--- config.mk ---
export PLATFORM = sky130hd
export DESIGN_NAME = led_pattern_engine_flat
export DESIGN_NICKNAME = d
export VERILOG_FILES = /design/src/rtl/led_pattern_engine_if.sv /design/src/rtl/led_pattern_engine.sv /design/src/flat_wrapper.sv
export SDC_FILE = /design/constraint.sdc
export NUM_CORES = 1
export LEC_CHECK = 0
export CAP_MARGIN = 20
export CORE_MARGIN = 5
export CORE_UTILIZATION = 40
export CTS_CLUSTER_SIZE = 10
export DETAILED_ROUTE_END_ITERATION = 8
export PLACE_DENSITY = 0.64
export SETUP_SLACK_MARGIN = 0.5
export SYNTH_ARGS = -nofsm -noshare
export SYNTH_HDL_FRONTEND = slang
export SYNTH_SLANG_ARGS = --single-unit
--- constraint.sdc ---
create_clock -name clk -period 6.3 [get_ports clk]
set_clock_uncertainty 0.1 [all_clocks]
set_input_delay 1.26 -clock clk [delete_from_list [all_inputs] [get_ports clk]]
set_output_delay 1.26 -clock clk [all_outputs]
set_load 0.01 [all_outputs]
--- src/rtl/led_pattern_engine_if.sv ---
// Request/response channel between the LED serialiser and the pattern engine.
// The serialiser is the master; the engine is the slave.
interface led_pattern_engine_if #(
    parameter int IDX_W = 8,
    parameter int COL_W = 8
);
    logic             req_valid;
    logic             req_ready;
    logic [IDX_W-1:0] req_index;
    logic             rsp_valid;
    logic             rsp_ready;
    logic [IDX_W-1:0] rsp_index;
    logic [COL_W-1:0] red;
    logic [COL_W-1:0] green;
    logic [COL_W-1:0] blue;

    modport master (
        output req_valid, req_index, rsp_ready,
        input  req_ready, rsp_valid, rsp_index, red, green, blue
    );

    modport slave (
        input  req_valid, req_index, rsp_ready,
        output req_ready, rsp_valid, rsp_index, red, green, blue
    );
endinterface

--- src/rtl/led_pattern_engine.sv ---
// Per-LED colour engine: animation timebase, pattern generator, gain crossfade,
// and a 2-stage stallable request/response pipeline.
module led_pattern_engine #(
    parameter int NUM_LEDS  = 49,
    parameter int IDX_W     = 8,
    parameter int COL_W     = 8,
    parameter int CNT_W     = 33,
    parameter int FADE_STEP = 16
) (
    input  logic                  clk,
    input  logic                  rst_n,
    input  logic [2:0]            mode_in,
    input  logic                  mode_load,
    led_pattern_engine_if.slave   bus,
    output logic                  busy_fade
);
    typedef enum logic [1:0] {RUN, FADE_OUT, FADE_IN} state_t;

    localparam logic [COL_W-1:0] FS    = '1;
    localparam logic [8:0]       G_MAX = 9'd256;
    localparam logic [8:0]       STEP  = 9'(FADE_STEP);
    localparam logic [IDX_W:0]   LEDS  = (IDX_W+1)'(NUM_LEDS);

    logic [CNT_W-1:0] r_count;
    state_t           r_state, w_next_state;
    logic [8:0]       r_gain, w_next_gain;
    logic [2:0]       r_active, w_next_active;
    logic [2:0]       r_pending, w_next_pending;

    logic             w_tick;
    logic [7:0]       w_anim;
    logic [7:0]       w_bounce;
    logic [1:0]       w_step2;
    logic [1:0]       w_pal;
    logic             w_en;
    logic [COL_W-1:0] w_raw_r, w_raw_g, w_raw_b;

    logic             r_s1_valid;
    logic [IDX_W-1:0] r_s1_index;
    logic [COL_W-1:0] r_s1_r, r_s1_g, r_s1_b;
    logic             r_rsp_valid;
    logic [IDX_W-1:0] r_rsp_index;
    logic [COL_W-1:0] r_red, r_green, r_blue;

    // Proximity of the moving block at position p to this LED, 0..255.
    function automatic logic [COL_W-1:0] prox(input logic [7:0] p,
                                              input logic [IDX_W-1:0] idx);
        logic [IDX_W+7:0] frac, base, d;
        logic [7:0]       v;
        frac = (IDX_W+8)'(p) * (IDX_W+8)'(NUM_LEDS);
        base = {idx, 8'h00};
        d    = (frac >= base) ? frac - base : base - frac;
        if (d >= 1024)
            v = 8'd0;
        else if (d <= 8)
            v = 8'd255;
        else
            v = 8'(9'd256 - 9'(d >> 2));
        return COL_W'({v, {COL_W{1'b0}}} >> 8);
    endfunction

    function automatic logic [COL_W-1:0] scale(input logic [COL_W-1:0] c,
                                               input logic [8:0] g);
        return COL_W'(((COL_W+9)'(c) * (COL_W+9)'(g)) >> 8);
    endfunction

    assign w_anim   = r_count[CNT_W-5 -: 8];
    assign w_step2  = r_count[CNT_W-7 -: 2];
    assign w_tick   = &r_count[CNT_W-13:0];
    assign w_pal    = w_step2 + bus.req_index[1:0];
    assign w_bounce = w_anim[7] ? {~w_anim[6:0], 1'b0} : {w_anim[6:0], 1'b0};

    assign w_en          = !r_rsp_valid || bus.rsp_ready;
    assign bus.req_ready = w_en;
    assign bus.rsp_valid = r_rsp_valid;
    assign bus.rsp_index = r_rsp_index;
    assign bus.red       = r_red;
    assign bus.green     = r_green;
    assign bus.blue      = r_blue;
    assign busy_fade     = (r_state != RUN);

    always_ff @(posedge clk or negedge rst_n) begin
        if (!rst_n)
            r_count <= '0;
        else
            r_count <= r_count + 1'b1;
    end

    always_comb begin
        w_raw_r = '0;
        w_raw_g = '0;
        w_raw_b = '0;
        if ({1'b0, bus.req_index} < LEDS) begin
            case (r_active)
                3'd0: begin
                    unique case (w_pal)
                        2'd0: w_raw_r = FS;
                        2'd1: w_raw_g = FS;
                        2'd2: w_raw_b = FS;
                        2'd3: begin
                            w_raw_r = FS;
                            w_raw_g = FS;
                        end
                    endcase
                end
                3'd1: w_raw_b = prox(w_anim, bus.req_index);
                3'd2: w_raw_g = prox(w_bounce, bus.req_index);
                3'd3: begin
                    w_raw_r = FS >> 2;
                    w_raw_g = FS >> 2;
                    w_raw_b = FS >> 2;
                end
                default: ;
            endcase
        end
    end

    // A mode_load that changes state wins over a coincident tick.
    always_comb begin
        w_next_state   = r_state;
        w_next_gain    = r_gain;
        w_next_active  = r_active;
        w_next_pending = r_pending;
        unique case (r_state)
            RUN: begin
                if (mode_load && mode_in != r_active) begin
                    w_next_pending = mode_in;
                    w_next_state   = FADE_OUT;
                end
            end
            FADE_OUT: begin
                if (mode_load)
                    w_next_pending = mode_in;
                if (w_tick) begin
                    if (r_gain <= STEP) begin
                        w_next_gain   = '0;
                        w_next_active = w_next_pending;
                        w_next_state  = FADE_IN;
                    end else begin
                        w_next_gain = r_gain - STEP;
                    end
                end
            end
            FADE_IN: begin
                if (mode_load && mode_in != r_active) begin
                    w_next_pending = mode_in;
                    w_next_state   = FADE_OUT;
                end else if (w_tick) begin
                    if (r_gain >= G_MAX - STEP) begin
                        w_next_gain  = G_MAX;
                        w_next_state = RUN;
                    end else begin
                        w_next_gain = r_gain + STEP;
                    end
                end
            end
            default: w_next_state = RUN;
        endcase
    end

    always_ff @(posedge clk or negedge rst_n) begin
        if (!rst_n) begin
            r_state   <= RUN;
            r_gain    <= G_MAX;
            r_active  <= '0;
            r_pending <= '0;
        end else begin
            r_state   <= w_next_state;
            r_gain    <= w_next_gain;
            r_active  <= w_next_active;
            r_pending <= w_next_pending;
        end
    end

    always_ff @(posedge clk or negedge rst_n) begin
        if (!rst_n) begin
            r_s1_valid  <= 1'b0;
            r_s1_index  <= '0;
            r_s1_r      <= '0;
            r_s1_g      <= '0;
            r_s1_b      <= '0;
            r_rsp_valid <= 1'b0;
            r_rsp_index <= '0;
            r_red       <= '0;
            r_green     <= '0;
            r_blue      <= '0;
        end else if (w_en) begin
            r_s1_valid  <= bus.req_valid;
            r_rsp_valid <= r_s1_valid;
            if (bus.req_valid) begin
                r_s1_index <= bus.req_index;
                r_s1_r     <= w_raw_r;
                r_s1_g     <= w_raw_g;
                r_s1_b     <= w_raw_b;
            end
            if (r_s1_valid) begin
                r_rsp_index <= r_s1_index;
                r_red       <= scale(r_s1_r, r_gain);
                r_green     <= scale(r_s1_g, r_gain);
                r_blue      <= scale(r_s1_b, r_gain);
            end
        end
    end
endmodule

--- src/flat_wrapper.sv ---
// flat-port wrapper written by rule: the top's interface ports become plain ports
module led_pattern_engine_flat 
#(
    parameter int NUM_LEDS  = 49,
    parameter int IDX_W     = 8,
    parameter int COL_W     = 8,
    parameter int CNT_W     = 33,
    parameter int FADE_STEP = 16
)
  (clk, rst_n, mode_in, mode_load, busy_fade, bus_req_valid, bus_req_index, bus_rsp_ready, bus_req_ready, bus_rsp_valid, bus_rsp_index, bus_red, bus_green, bus_blue);
  led_pattern_engine_if #(.IDX_W(IDX_W), .COL_W(COL_W)) bus_i ();
  input  logic clk;
  input  logic rst_n;
  input  logic [2:0] mode_in;
  input  logic mode_load;
  output logic busy_fade;
  input wire logic [$bits(bus_i.req_valid)-1:0] bus_req_valid;
  input wire logic [$bits(bus_i.req_index)-1:0] bus_req_index;
  input wire logic [$bits(bus_i.rsp_ready)-1:0] bus_rsp_ready;
  output wire logic [$bits(bus_i.req_ready)-1:0] bus_req_ready;
  output wire logic [$bits(bus_i.rsp_valid)-1:0] bus_rsp_valid;
  output wire logic [$bits(bus_i.rsp_index)-1:0] bus_rsp_index;
  output wire logic [$bits(bus_i.red)-1:0] bus_red;
  output wire logic [$bits(bus_i.green)-1:0] bus_green;
  output wire logic [$bits(bus_i.blue)-1:0] bus_blue;
  assign bus_i.req_valid = bus_req_valid;
  assign bus_i.req_index = bus_req_index;
  assign bus_i.rsp_ready = bus_rsp_ready;
  assign bus_req_ready = bus_i.req_ready;
  assign bus_rsp_valid = bus_i.rsp_valid;
  assign bus_rsp_index = bus_i.rsp_index;
  assign bus_red = bus_i.red;
  assign bus_green = bus_i.green;
  assign bus_blue = bus_i.blue;
  led_pattern_engine #(.NUM_LEDS(NUM_LEDS), .IDX_W(IDX_W), .COL_W(COL_W), .CNT_W(CNT_W), .FADE_STEP(FADE_STEP)) u_core (.clk(clk), .rst_n(rst_n), .mode_in(mode_in), .mode_load(mode_load), .bus(bus_i), .busy_fade(busy_fade));
endmodule
==> Word-level counts from Yosys, hierarchy flattened <==
Index checks and enable logic that the tools add are counted.
{ "word_totals": {"register_bits": 116, "n_memories": 0, "ram_bits": 0, "romBits": 0, "out_inout_bits": 35, "latchBits": 0} }
{ "op_classes": {"n_lt_le_gt_ge": 9, "n_mux": 32, "n_eq_ne": 17, "multipliers": 5, "reduce_logical": 19, "n_shift": 0, "div_mod_pow": 0, "bitwise_logic": 1, "add_sub_neg": 10} }
{ "ops": {"columns": ["op", "n"], "rows": [
  ["8-bit two-way mux", 11],
  ["8-bit by 9-bit multiplier with 16-bit output", 3],
  ["8-bit case mux with 3 select lines", 2],
  ["9-bit two-way mux", 5],
  ["33-bit by 1-bit adder with 33-bit output (second input constant)", 1],
  ["14-bit by 16-bit greater-or-equal comparator with 1-bit output", 2],
  ["16-bit by 11-bit greater-or-equal comparator with 1-bit output (second input constant)", 2],
  ["16-bit by 4-bit <= comparator with 1-bit output (second input constant)", 2],
  ["16-bit two-way mux", 2],
  ["14-bit by 16-bit subtractor with 16-bit output", 2],
  ["16-bit by 14-bit subtractor with 16-bit output", 2],
  ["8-bit by 6-bit multiplier with 14-bit output (second input constant)", 2],
  ["23-bit AND reduction", 1],
  ["21-bit AND reduction", 1],
  ["9-bit case mux with 2 select lines", 1],
  ["8-bit case mux with 2 select lines", 1],
  ["1-bit by 8-bit subtractor with 8-bit output (first input constant)", 2],
  ["2-bit two-way mux", 6],
  ["2-bit by 1-bit != test with 1-bit output (second input constant)", 5],
  ["9-bit by 5-bit adder with 9-bit output (second input constant)", 1],
  ["9-bit by 8-bit greater-or-equal comparator with 1-bit output (second input constant)", 1],
  ["9-bit by 5-bit <= comparator with 1-bit output (second input constant)", 1],
  ["9-bit by 5-bit subtractor with 9-bit output (second input constant)", 1],
  ["8-bit by 6-bit less-than comparator with 1-bit output (second input constant)", 1],
  ["other kinds (22)", 35]
]} }

==> Longest topological paths before layout <==
Gate-level depths: netlist of run 1.
{ "logic_depth": {"ltp_word": 10, "mapped_depth": 31} }

==> Least setup slack after synthesis of run 1 <==
No wires, ideal clock.
{ "synth_timing": {"path_kind": "reg-to-reg", "start": "reg u_core.r_count[23]", "end": "reg u_core.r_s1_g[6]", "arrival_ns": 6.159, "period_less_slack_ns": 6.385, "required_ns": 6.074, "setup_time_ns": 0.126, "path_slack_ns": -0.085, "path_buffers": 3, "path_stages_with_launch": 30, "path_cell_list": "dfrtp_1 > clkbuf_1 > clkinv_1 > ha_1 > fa_1 > ha_1 > ha_1 > inv_1 > fa_1 > inv_1 > a21oi_1 > o21bai_1 > a21o_1 > a21o_1 > xor2_1 > ha_1 > clkbuf_1 > and3_1 > a221oi_2 > o22ai_2 > buf_2 > o21ai_0 > ha_1 > nor3b_1 > o21ai_0 > o21ai_0 > o311ai_1 > xor2_1 > a21oi_1 > a221o_1"} }
{ "synth_via": {"elab_chain_len": 10, "word_cells_on_any_way": 14, "classes_between": "add/sub: 3; mul: 1; order compare: 3; mux: 6; bitwise: 1"} }
{ "synth_rtl": {"columns": ["element", "line", "text"], "rows": [
  ["start: declaration", "led_pattern_engine.sv:24", "logic [CNT_W-1:0] r_count;"],
  ["start signal: assignment", "led_pattern_engine.sv:86", "r_count <= r_count + 1'b1;"],
  ["7-bit NOT", "led_pattern_engine.sv:71", "assign w_bounce = w_anim[7] ? {~w_anim[6:0], 1'b0} : {w_anim[6:0], 1'b0};"],
  ["8-bit two-way mux (*)", "led_pattern_engine.sv:71", null],
  ["8-bit by 6-bit multiplier with 14-bit output (*)", "led_pattern_engine.sv:50", "frac = (IDX_W+8)'(p) * (IDX_W+8)'(NUM_LEDS);"],
  ["16-bit by 14-bit subtractor with 16-bit output (tied with other cells)", "led_pattern_engine.sv:52", "d = (frac >= base) ? frac - base : base - frac;"],
  ["16-bit two-way mux (*)", "led_pattern_engine.sv:52", null],
  ["16-bit by 4-bit <= comparator with 1-bit output / 1-bit by 8-bit subtractor with 8-bit output (equally long branches)", "led_pattern_engine.sv:55, led_pattern_engine.sv:58", null],
  ["8-bit two-way mux", "led_pattern_engine.sv:55", "else if (d <= 8)"],
  ["8-bit two-way mux (*)", "led_pattern_engine.sv:53", "if (d >= 1024)"],
  ["8-bit case mux with 3 select lines (*)", "led_pattern_engine.sv:94", "case (r_active)"],
  ["8-bit two-way mux (*)", "led_pattern_engine.sv:93", "if ({1'b0, bus.req_index} < LEDS) begin"],
  ["end signal: assignment", "led_pattern_engine.sv:193", "r_s1_g <= w_raw_g;"],
  ["end: declaration", "led_pattern_engine.sv:40", "logic [COL_W-1:0] r_s1_r, r_s1_g, r_s1_b;"]
]} }
Mark *: on every way between the ends. The rest lies on a longest branch, timed or not.
A chain may end at the register's enable or synchronous reset.

==> Worst setup path in the final report of run 1 <==
{ "layout_timing": {"start": "reg u_core.r_count[28]", "end": "reg u_core.r_s1_g[6]"} }
{ "layout_via": {"elab_chain_len": 9, "word_cells_on_any_way": 13, "classes_between": "add/sub: 3; mul: 1; order compare: 3; mux: 6"} }
{ "layout_rtl": {"columns": ["element", "line"], "rows": [
  ["8-bit two-way mux (*)", "led_pattern_engine.sv:71"],
  ["8-bit by 6-bit multiplier with 14-bit output (*)", "led_pattern_engine.sv:50"],
  ["16-bit by 14-bit subtractor with 16-bit output (tied with other cells)", "led_pattern_engine.sv:52"],
  ["16-bit two-way mux (*)", "led_pattern_engine.sv:52"],
  ["16-bit by 4-bit <= comparator with 1-bit output / 1-bit by 8-bit subtractor with 8-bit output (equally long branches)", "led_pattern_engine.sv:55, led_pattern_engine.sv:58"],
  ["8-bit two-way mux", "led_pattern_engine.sv:55"],
  ["8-bit two-way mux (*)", "led_pattern_engine.sv:53"],
  ["8-bit case mux with 3 select lines (*)", "led_pattern_engine.sv:94"],
  ["8-bit two-way mux (*)", "led_pattern_engine.sv:93"]
]} }
Marked as above.

==> results_dict.tcl, run 1 <==
set metrics [dict create \
    status "finished clean" \
    rows 62 \
    synth_simple_gate_area_share_pct 15.2 \
    synthTopCellsByCount "172 x ha_1, 132 x inv_1, 130 x nand2_1" \
    cts.path.max_buffers 2 \
    start_util_pct 40.5 \
    syn-instance-count 1253 \
    clock_latency_ps 360 \
    rsz0062_at_grt "true" \
    numCtsBuffers 9 \
    die_w_um 180 \
    grt_usage_pct 15.6 \
    drtIter0Drc 476 \
    ios 51 \
    period_needed_ps 5860 \
    ys_async_sr_fraction_pct 100 \
    crit_path_top_delay_cell "dfrtp_2" \
    hold_class "flop to flop" \
    ant_nets 0 \
    hold_buffers 0 \
    power-per-cell-area_nw_per_um2 119 \
    grt_pass1_vias 8734 \
    clockRootBuffer "clkbuf_16" \
    wl_mm 25.8 \
    netlist_area_um2 11600 \
    cts_tree "built" \
    dieArea_um2 32500 \
    synth-warning-count 0 \
    io_buffers 50 \
    synth.distinct_cells 80 \
    drive_gt1_share_pct 13.7 \
    critPathCaptureType "flop" \
    cp_data_required_time_ps 6440 \
    synth.avg_cell_area_um2 9.24 \
    criticalPathCategory "flop to flop" \
    critical-path-max-stage-delay_ps 490 \
    grt_max_degree 68 \
    vias_per_cell 5.10 \
    yosys.area_share.xor_xnor_pct 8.70 \
    yosys.area_share.adder_pct 32.4 \
    p_leak_uw 0.00695 \
    synth-seq-cells 102 \
    first_pass_iters 7 \
    yosysMostFrequentCell "ha_1" \
    vdd_drop_max_v 0.000111 \
    synth-edff-count 0 \
    cp-startpoint "u_core.r_count[28]$_DFF_PN0_" \
    hold_start "u_core.r_count[0]$_DFF_PN0_" \
    core_area_um2 28600 \
    num-nets-final 1626 \
    yosysSeqAreaShare_pct 22.0 \
    die_h_um 180 \
    synth.top_cell.area_share_pct 21.8 \
    r2r-start "u_core.r_count[28]$_DFF_PN0_" \
    overflow 0 \
    place_ws_ps 172 \
    antenna_found_initial 0 \
    muxShareOfSynthArea_pct 2.18 \
    synth_area_leaders "dfrtp_1 22%, ha_1 19%, fa_1 14%" \
    crit_buf_inv 3 \
    clkTransAtPathRegs_ps 80 \
    num_antenna_cells 0 \
    utilization_pct 47.9 \
    cp_top_family "adder cells" \
    numClockSinks 102 \
    max_freq_mhz 171 \
    wl_per_cell_um 14.8 \
    total_power_uw 1630 \
    hold_viol 0 \
    worstPathArrival_ps 6000 \
    grt_pass1_wl_mm 42.9 \
    synth_top_family_by_area "adder cells" \
    vias 8909 \
    timing.final.crit_share_pct 93.0 \
    worstMarginPinSlew_ps 978 \
    ctsHtreeMaxLevel 3 \
    drc_errors 0 \
    synth_compound_gate_area_share_pct 13.6 \
    holdWs_ps 351 \
    synthFlopType "dfrtp_1" \
    finalSetupTns_ps 0 \
    drv_slew 0 \
    synth_area_leader_cell "dfrtp_1" \
    worst_slack_ps 440 \
    gp_congestion 0.927 \
    setup_violations 0 \
    start_kind "flop" \
    dp_hpwl_mm 20.0 \
    cap_viol_max_count 0 \
    slew-limit-headroom_pct 34.2 \
    area_growth_pct 18.5 \
    path_max_fanout 8 \
]
==> kinds of logic after synthesis <==
| group | count (synthesis) |
|---|---|
| compound gates | 235 |
| simple gates | 350 |
| buf+inv | 174 |
| flops | 102 |
| other cells | 2 |
| xor+xnor | 115 |
| fa+ha+maj | 252 |
| mux | 23 |
==> cell type report <==
class,instances,area (um^2)
fill,2649,14900
multi-input combinational,1008,8950
sequential,102,2560
timing repair buffer,104,937
inverter,133,507
tap,384,480
clock buffer,9,225
clock inverter,7,63.8
==> per-stage QoR <==
stage	instance area, um^2	cells
global route	13700	1747
global placement	12700	1697
floorplan	11800	1284
CTS	13200	1731
finish	13700	1747
detailed placement	12700	1697
==> placed cells by master, fill, tap and decap left out, drive strengths merged, types with 4 or more instances in the layout <==
| master | Yosys | routed |
|---|---|---|
| buf | 11 | 55 |
| nor2b | 6 | 6 |
| a221o | 10 | 10 |
| a211oi | 10 | 10 |
| and3 | 10 | 10 |
| o21bai | 12 | 12 |
| a2111oi | 4 | 4 |
| nor2 | 44 | 44 |
| nand2 | 130 | 130 |
| nor4 | 4 | 4 |
| clkdlybuf4s50 | 0 | 49 |
| nand4 | 5 | 5 |
| mux2i | 8 | 8 |
| fa | 80 | 80 |
| nand2b | 7 | 7 |
| and2 | 67 | 67 |
| a21o | 23 | 23 |
| clkbuf | 30 | 9 |
| nor3 | 16 | 16 |
| o21a | 5 | 5 |
| conb | 2 | 33 |
| and4 | 5 | 5 |
| mux2 | 15 | 15 |
| xor2 | 33 | 33 |
| o22ai | 5 | 5 |
| xnor2 | 82 | 82 |
| nor3b | 4 | 4 |
| a21oi | 56 | 56 |
| ha | 172 | 172 |
| or3 | 7 | 7 |
| nand3 | 28 | 28 |
| inv | 132 | 136 |
| or2 | 6 | 6 |
| o31ai | 5 | 5 |
| o21ai | 61 | 61 |
| a211o | 8 | 8 |
| dfrtp | 101 | 101 |
==> layer usage <==
| metal | track usage, % | wire length, um | vias to the layer above | part of all wire, % |
|---|---|---|---|---|
| met5 | 0 | 0 | - | 0 |
| met3 | 1.98 | 813 | 25 | 3.2 |
| li1 | - | - | 4413 | - |
| met4 | 4.26 | 481 | 0 | 1.9 |
| met1 | 21.5 | 12200 | 4301 | 47 |
| met2 | 26.0 | 12300 | 170 | 48 |
==> report_power, final <==
part / internal (uW) / leakage (uW) / switching, uW / total (uW)
sequential: 702 / 0.00132 / 26.0 / 728
clock: 277 / 0.000136 / 278 / 555
combinational: 170 / 0.00549 / 181 / 350
==> sequential cells by signal (all words and copies together), names as in the netlist <==
name,cells
u_core.r_s1_b,8
u_core.r_state,2
u_core.r_active,3
u_core.bus.rsp_index,8
u_core.bus.red,8
u_core.r_s1_index,8
u_core.r_s1_g,8
u_core.r_s1_valid,1
u_core.r_count,29
u_core.r_s1_r,2
u_core.r_gain,5
u_core.bus.green,8
u_core.bus.rsp_valid,1
u_core.r_pending,3
u_core.bus.blue,8
==> final timing paths <==
path | to | slack (ps) | cells past startpoint
worst max-delay path | u_core.r_s1_g[6]$_DFFE_PN0P_ | 440 | 27
worst min-delay path | u_core.r_count[0]$_DFF_PN0_ | 350 | 1
worst max register to register | u_core.r_s1_g[6]$_DFFE_PN0P_ | 440 | 27
worst min register to register | u_core.r_count[0]$_DFF_PN0_ | 350 | 1
max in group asynchronous | u_core.r_count[22]$_DFF_PN0_ | 4160 | 2
min in group asynchronous | u_core.bus.red[3]$_DFFE_PN0P_ | 890 | 1
==> what timing repair did <==
action,CTS,global route
gates resized for setup,19,85
pin swaps,15,55
setup endpoints to repair,16,16
buffers inserted,18,16
cloned,0,0
No activity file was read; power rests on OpenSTA's default activity.
==> run 2: changes to the inputs <==
Settings changed: CORE_ASPECT_RATIO set to 1.4, SLEW_MARGIN set to 20.
==> results_dict.tcl, run 2 (same netlist as run 1, synthesis figures left out) <==
set metrics [dict create \
    num-nets-final 1635 \
    wl_mm 26.6 \
    hold_end "u_core.r_count[0]$_DFF_PN0_" \
    crit_buf_inv 3 \
    status "finished clean" \
    drtIter0Drc 496 \
    criticalPathCategory "flop to flop" \
    period_needed_ps 5750 \
    first_pass_iters 5 \
    power-per-cell-area_nw_per_um2 119 \
    clkTransAtPathRegs_ps 80 \
    holdPathStages 1 \
    dpl-instance-area_um2 12700 \
    numClockSinks 102 \
    timing.final.crit_share_pct 91.3 \
    crit_path_top_delay_cell "dfrtp_2" \
    slew-limit-headroom_pct 40.1 \
    grt_pass1_vias 9191 \
    hold_buffers 0 \
    ctsHtreeMaxLevel 3 \
    num_antenna_cells 0 \
    top_register "u_core.r_count" \
    cp_data_required_time_ps 6450 \
    stdcell_count 1747 \
    worstMarginPinSlew_ps 891 \
    max_freq_mhz 174 \
    p_leak_uw 0.00699 \
    largest_reg_flops 29 \
    vdd_drop_max_v 0.0000947 \
    cts_tree "built" \
    antenna_found_initial 0 \
    die_w_um 154 \
    dpl.cell_count 1686 \
    dieArea_um2 32500 \
    grt_max_degree 56 \
    dp_hpwl_mm 21.1 \
    met1_usage_pct 18.6 \
    use_met2_pct 30.3 \
    r2r_cells 27 \
    grt_most_used_layer "met2" \
    final_common_cell "ha_1" \
    wl_per_cell_um 15.2 \
    holdWs_ps 367 \
    r2r_end "u_core.r_s1_g[6]$_DFFE_PN0P_" \
    clockRootBuffer "clkbuf_16" \
    io_buffers 50 \
    core_area_um2 28500 \
    overflow 0 \
    drv_slew 0 \
    start_kind "flop" \
    drc_errors 0 \
    drive_gt1_share_pct 13.3 \
    rows 73 \
    finalSetupTns_ps 0 \
    grt_pass1_wl_mm 44.2 \
    area_growth_pct 18.9 \
    vias 9091 \
    worstPathArrival_ps 5900 \
    start_util_pct 40.6 \
    finalInstanceArea_um2 13800 \
    hold_viol 0 \
    vias_per_cell 5.20 \
    utilization_pct 48.3 \
    rsz0062_at_grt "true" \
    r2r-start "u_core.r_count[28]$_DFF_PN0_" \
    grt_usage_pct 16.3 \
    final_cell_mix "158 x ha_1, 124 x inv_1, 123 x nand2_1, 99 x dfrtp_1, 79 x xnor2_1" \
    setup_violations 0 \
    cap_viol_max_count 0 \
    die_h_um 211 \
    numCtsBuffers 9 \
    clock_latency_ps 360 \
    critPathCaptureType "flop" \
    ant_nets 0 \
    cts.path.max_buffers 2 \
    hold_start "u_core.r_count[0]$_DFF_PN0_" \
    path_max_fanout 8 \
    gp_congestion 0.912 \
    critical-path-max-stage-delay_ps 510 \
    hold_class "flop to flop" \
    ios 51 \
    cp_top_family "adder cells" \
    gr-usage-met3_pct 1.66 \
    setup.reg_to_reg.worst_slack_ps 550 \
]
[run 2: area by class of cell]
cell class | instances | area, um^2
fill | 2694 | 14700
multi-input combinational | 1008 | 8930
sequential | 102 | 2560
timing repair buffer | 113 | 998
inverter | 133 | 508
tap | 375 | 469
clock buffer | 9 | 225
clock inverter | 7 | 78.8
[run 2: worst max-delay path by stage]
stage | to | startpoint | slack [ps] | cells after the start
floorplan | u_core.r_s1_g[6]$_DFFE_PN0P_ | u_core.r_count[28]$_DFF_PN0_ | 500 | 30
global placement | u_core.r_s1_b[0]$_DFFE_PN0P_ | u_core.r_count[23]$_DFF_PN0_ | 250 | 24
detailed placement | u_core.r_s1_b[0]$_DFFE_PN0P_ | u_core.r_count[21]$_DFF_PN0_ | 130 | 21
CTS | u_core.r_s1_g[6]$_DFFE_PN0P_ | u_core.r_count[21]$_DFF_PN0_ | 500 | 27
global route | u_core.r_s1_g[6]$_DFFE_PN0P_ | u_core.r_count[28]$_DFF_PN0_ | 300 | 28
finish | u_core.r_s1_g[6]$_DFFE_PN0P_ | u_core.r_count[28]$_DFF_PN0_ | 550 | 27
[run 2: layer usage]
layer / wire, um / vias to the layer above
met5: 0 / -
met3: 705 / 57
met1: 10600 / 4419
met4: 1400 / 0
met2: 13900 / 168
li1: - / 4447
[run 2: metrics by stage]
| stage | setup slack [ps] | power, uW |
|---|---|---|
| 6_report | 548 | 1640 |
| 3_3_place_gp | 246 | 1070 |
| 3_5_place_dp | 134 | 1080 |
| 5_1_grt | 300 | 1730 |
| 2_1_floorplan | 504 | 925 |
| 4_1_cts | 502 | 1660 |
[run 2: power by group]
group	switching, uW	internal [uW]
logic	180	167
clock network	287	282
registers	24.4	702
total	491	1150
[run 2: what timing repair did]
action / CTS / global route
setup endpoints to repair: 16 / 16
setup buffers: 21 / 24
gates cloned: 0 / 0
resized for setup: 19 / 71
pin swaps: 16 / 38
==> run 3: changes to the inputs <==
Settings changed: CORE_ASPECT_RATIO 1.4 to unset, CORE_UTILIZATION 40 to 57, PLACE_DENSITY 0.64 to 0.84.
==> results_dict.tcl, run 3 (same netlist as run 1, synthesis figures left out) <==
set metrics [dict create \
    status "finished clean" \
    grt_usage_pct 22.6 \
    numCtsBuffers 9 \
    largest_reg_flops 29 \
    clockRootBuffer "clkbuf_16" \
    clock_latency_ps 360 \
    cap_viol_max_count 0 \
    vias_per_cell 5.78 \
    io_buffers 50 \
    setup_violations 0 \
    worst_slack_ps 498 \
    start_kind "flop" \
    wl_mm 27.6 \
    criticalPathCategory "flop to flop" \
    drv_slew 0 \
    slew-limit-headroom_pct 36.6 \
    finalSetupTns_ps 0 \
    dp_hpwl_mm 20.4 \
    p_leak_uw 0.00696 \
    multi_input_area_um2 8870 \
    drtIter0Drc 874 \
    period_needed_ps 5800 \
    final_common_cell "ha_1" \
    first_pass_iters 5 \
    die_h_um 153 \
    antenna_found_initial 1 \
    place_ws_ps 152 \
    dpl-instance-area_um2 12500 \
    grt_most_used_layer "met2" \
    worstMarginPinSlew_ps 948 \
    timing.final.crit_share_pct 92.1 \
    critPathCaptureType "flop" \
    num_antenna_cells 0 \
    met1_usage_pct 29.2 \
    overflow 0 \
    clkTransAtPathRegs_ps 80 \
    hold_class "flop to flop" \
    drive_gt1_share_pct 12.3 \
    gr-usage-met3_pct 3.66 \
    vdd_drop_max_v 0.000140 \
    num-nets-final 1626 \
    worstPathArrival_ps 6000 \
    total_power_uw 1740 \
    cts_tree "built" \
    dieArea_um2 23300 \
    path_max_fanout 7 \
    rsz0062_at_grt "true" \
    wl_per_cell_um 16.9 \
    critical-path-max-stage-delay_ps 520 \
    numClockSinks 102 \
    power-per-cell-area_nw_per_um2 128 \
    hold_viol 0 \
    finalInstanceArea_um2 13500 \
    die_w_um 153 \
    critPathMostFrequentCell "ha_4" \
    gp_congestion 0.950 \
    area_growth_pct 16.9 \
    path_cells "clkinv_4 -> ha_4 -> inv_2 -> fa_1 -> inv_2 -> ha_4 -> ha_4 -> a21o_1 -> a21oi_2 -> o21bai_1 -> a21oi_2 -> o21bai_1 -> a21oi_1 -> xnor2_1 -> ha_1 -> and4bb_1 -> and4_4 -> or3_4 -> mux2_4 -> or3_4 -> a211oi_4 -> nand4b_1 -> nand2_1 -> a221o_1" \
    ios 51 \
    rows 52 \
    regArea_um2 2560 \
    grt_pass1_wl_mm 44.3 \
    final_cell_mix "160 x ha_1, 129 x nand2_1, 125 x inv_1, 97 x dfrtp_1, 80 x xnor2_1" \
    max_freq_mhz 172 \
    crit_path_top_delay_cell "fa_1" \
    grt_pass1_vias 9244 \
    ctsHtreeMaxLevel 3 \
    core_area_um2 20100 \
    drc_errors 0 \
    use_met2_pct 39.3 \
    cp_data_required_time_ps 6490 \
    grt_max_degree 76 \
    vias 9432 \
    start_util_pct 57.6 \
    cts.path.max_buffers 2 \
    fillers 1471 \
    top_register "u_core.r_count" \
    ant_nets 0 \
]
-- run 3: power by group --
group	internal, uW	leakage, uW	total, uW	switching, uW
Clock	403	0.000175	665	262
Sequential	702	0.00132	729	26.6
Combinational	166	0.00546	346	180
Total	1270	0.00696	1740	468
-- run 3: path summary, 6_finish.rpt --
check / startpoint / to / slack (ps) / cells past startpoint
max in group asynchronous: rst_n / u_core.r_count[27]$_DFF_PN0_ / 4110 / 2
min reg2reg: u_core.r_count[0]$_DFF_PN0_ / u_core.r_count[0]$_DFF_PN0_ / 370 / 1
max reg2reg: u_core.r_count[23]$_DFF_PN0_ / u_core.r_s1_b[0]$_DFFE_PN0P_ / 500 / 24
max: u_core.r_count[23]$_DFF_PN0_ / u_core.r_s1_b[0]$_DFFE_PN0P_ / 500 / 24
min: u_core.r_count[0]$_DFF_PN0_ / u_core.r_count[0]$_DFF_PN0_ / 370 / 1
min in group asynchronous: rst_n / u_core.bus.red[1]$_DFFE_PN0P_ / 690 / 1
-- run 3: area by class of cell --
class | count | share of cell area, %
clock buffers | 10 | 1.76
repair buffers | 104 | 6.78
multi-input cells | 1008 | 65.5
clock inverters | 6 | 0.850
well taps | 270 | 2.49
flip-flops and latches | 102 | 18.9
inverters | 133 | 3.72
-- run 3: critical path: cells and delay by family, from the launching register on --
kind,cells,cell delay [ps]
flip-flops,1,420
adder cells (fa/ha/maj),5,1580
multiplexers,1,310
AND/OR/NAND/NOR,6,1620
XOR/XNOR,1,180
buffers and inverters,3,200
AO/OA/AOI/OAI,8,1340
-- run 3: repair_timing --
item | 4_1_cts | 5_1_grt
hold buffers | 0 | 0
pin swaps | 12 | 43
endpoints found under the setup margin | 16 | 16
buffers inserted | 22 | 18
resized for setup | 16 | 63
-- run 3: routing by layer --
layer | share of wire, % | wire (um)
met4 | 3.3 | 914
met3 | 5.9 | 1640
met1 | 41 | 11400
met2 | 49 | 13600
met5 | 0.025 | 7
-- run 3: through the flow --
| stage | cells | hold slack [ps] | util (%) |
|---|---|---|---|
| 6_report | 1633 | 370 | 67.4 |
| 5_1_grt | 1633 | 381 | 67.4 |
| 4_1_cts | 1615 | 371 | 65.2 |
| 3_5_place_dp | 1577 | 356 | 62.3 |
| 3_3_place_gp | 1577 | 339 | 62.3 |
| 2_1_floorplan | 1284 | 323 | - |
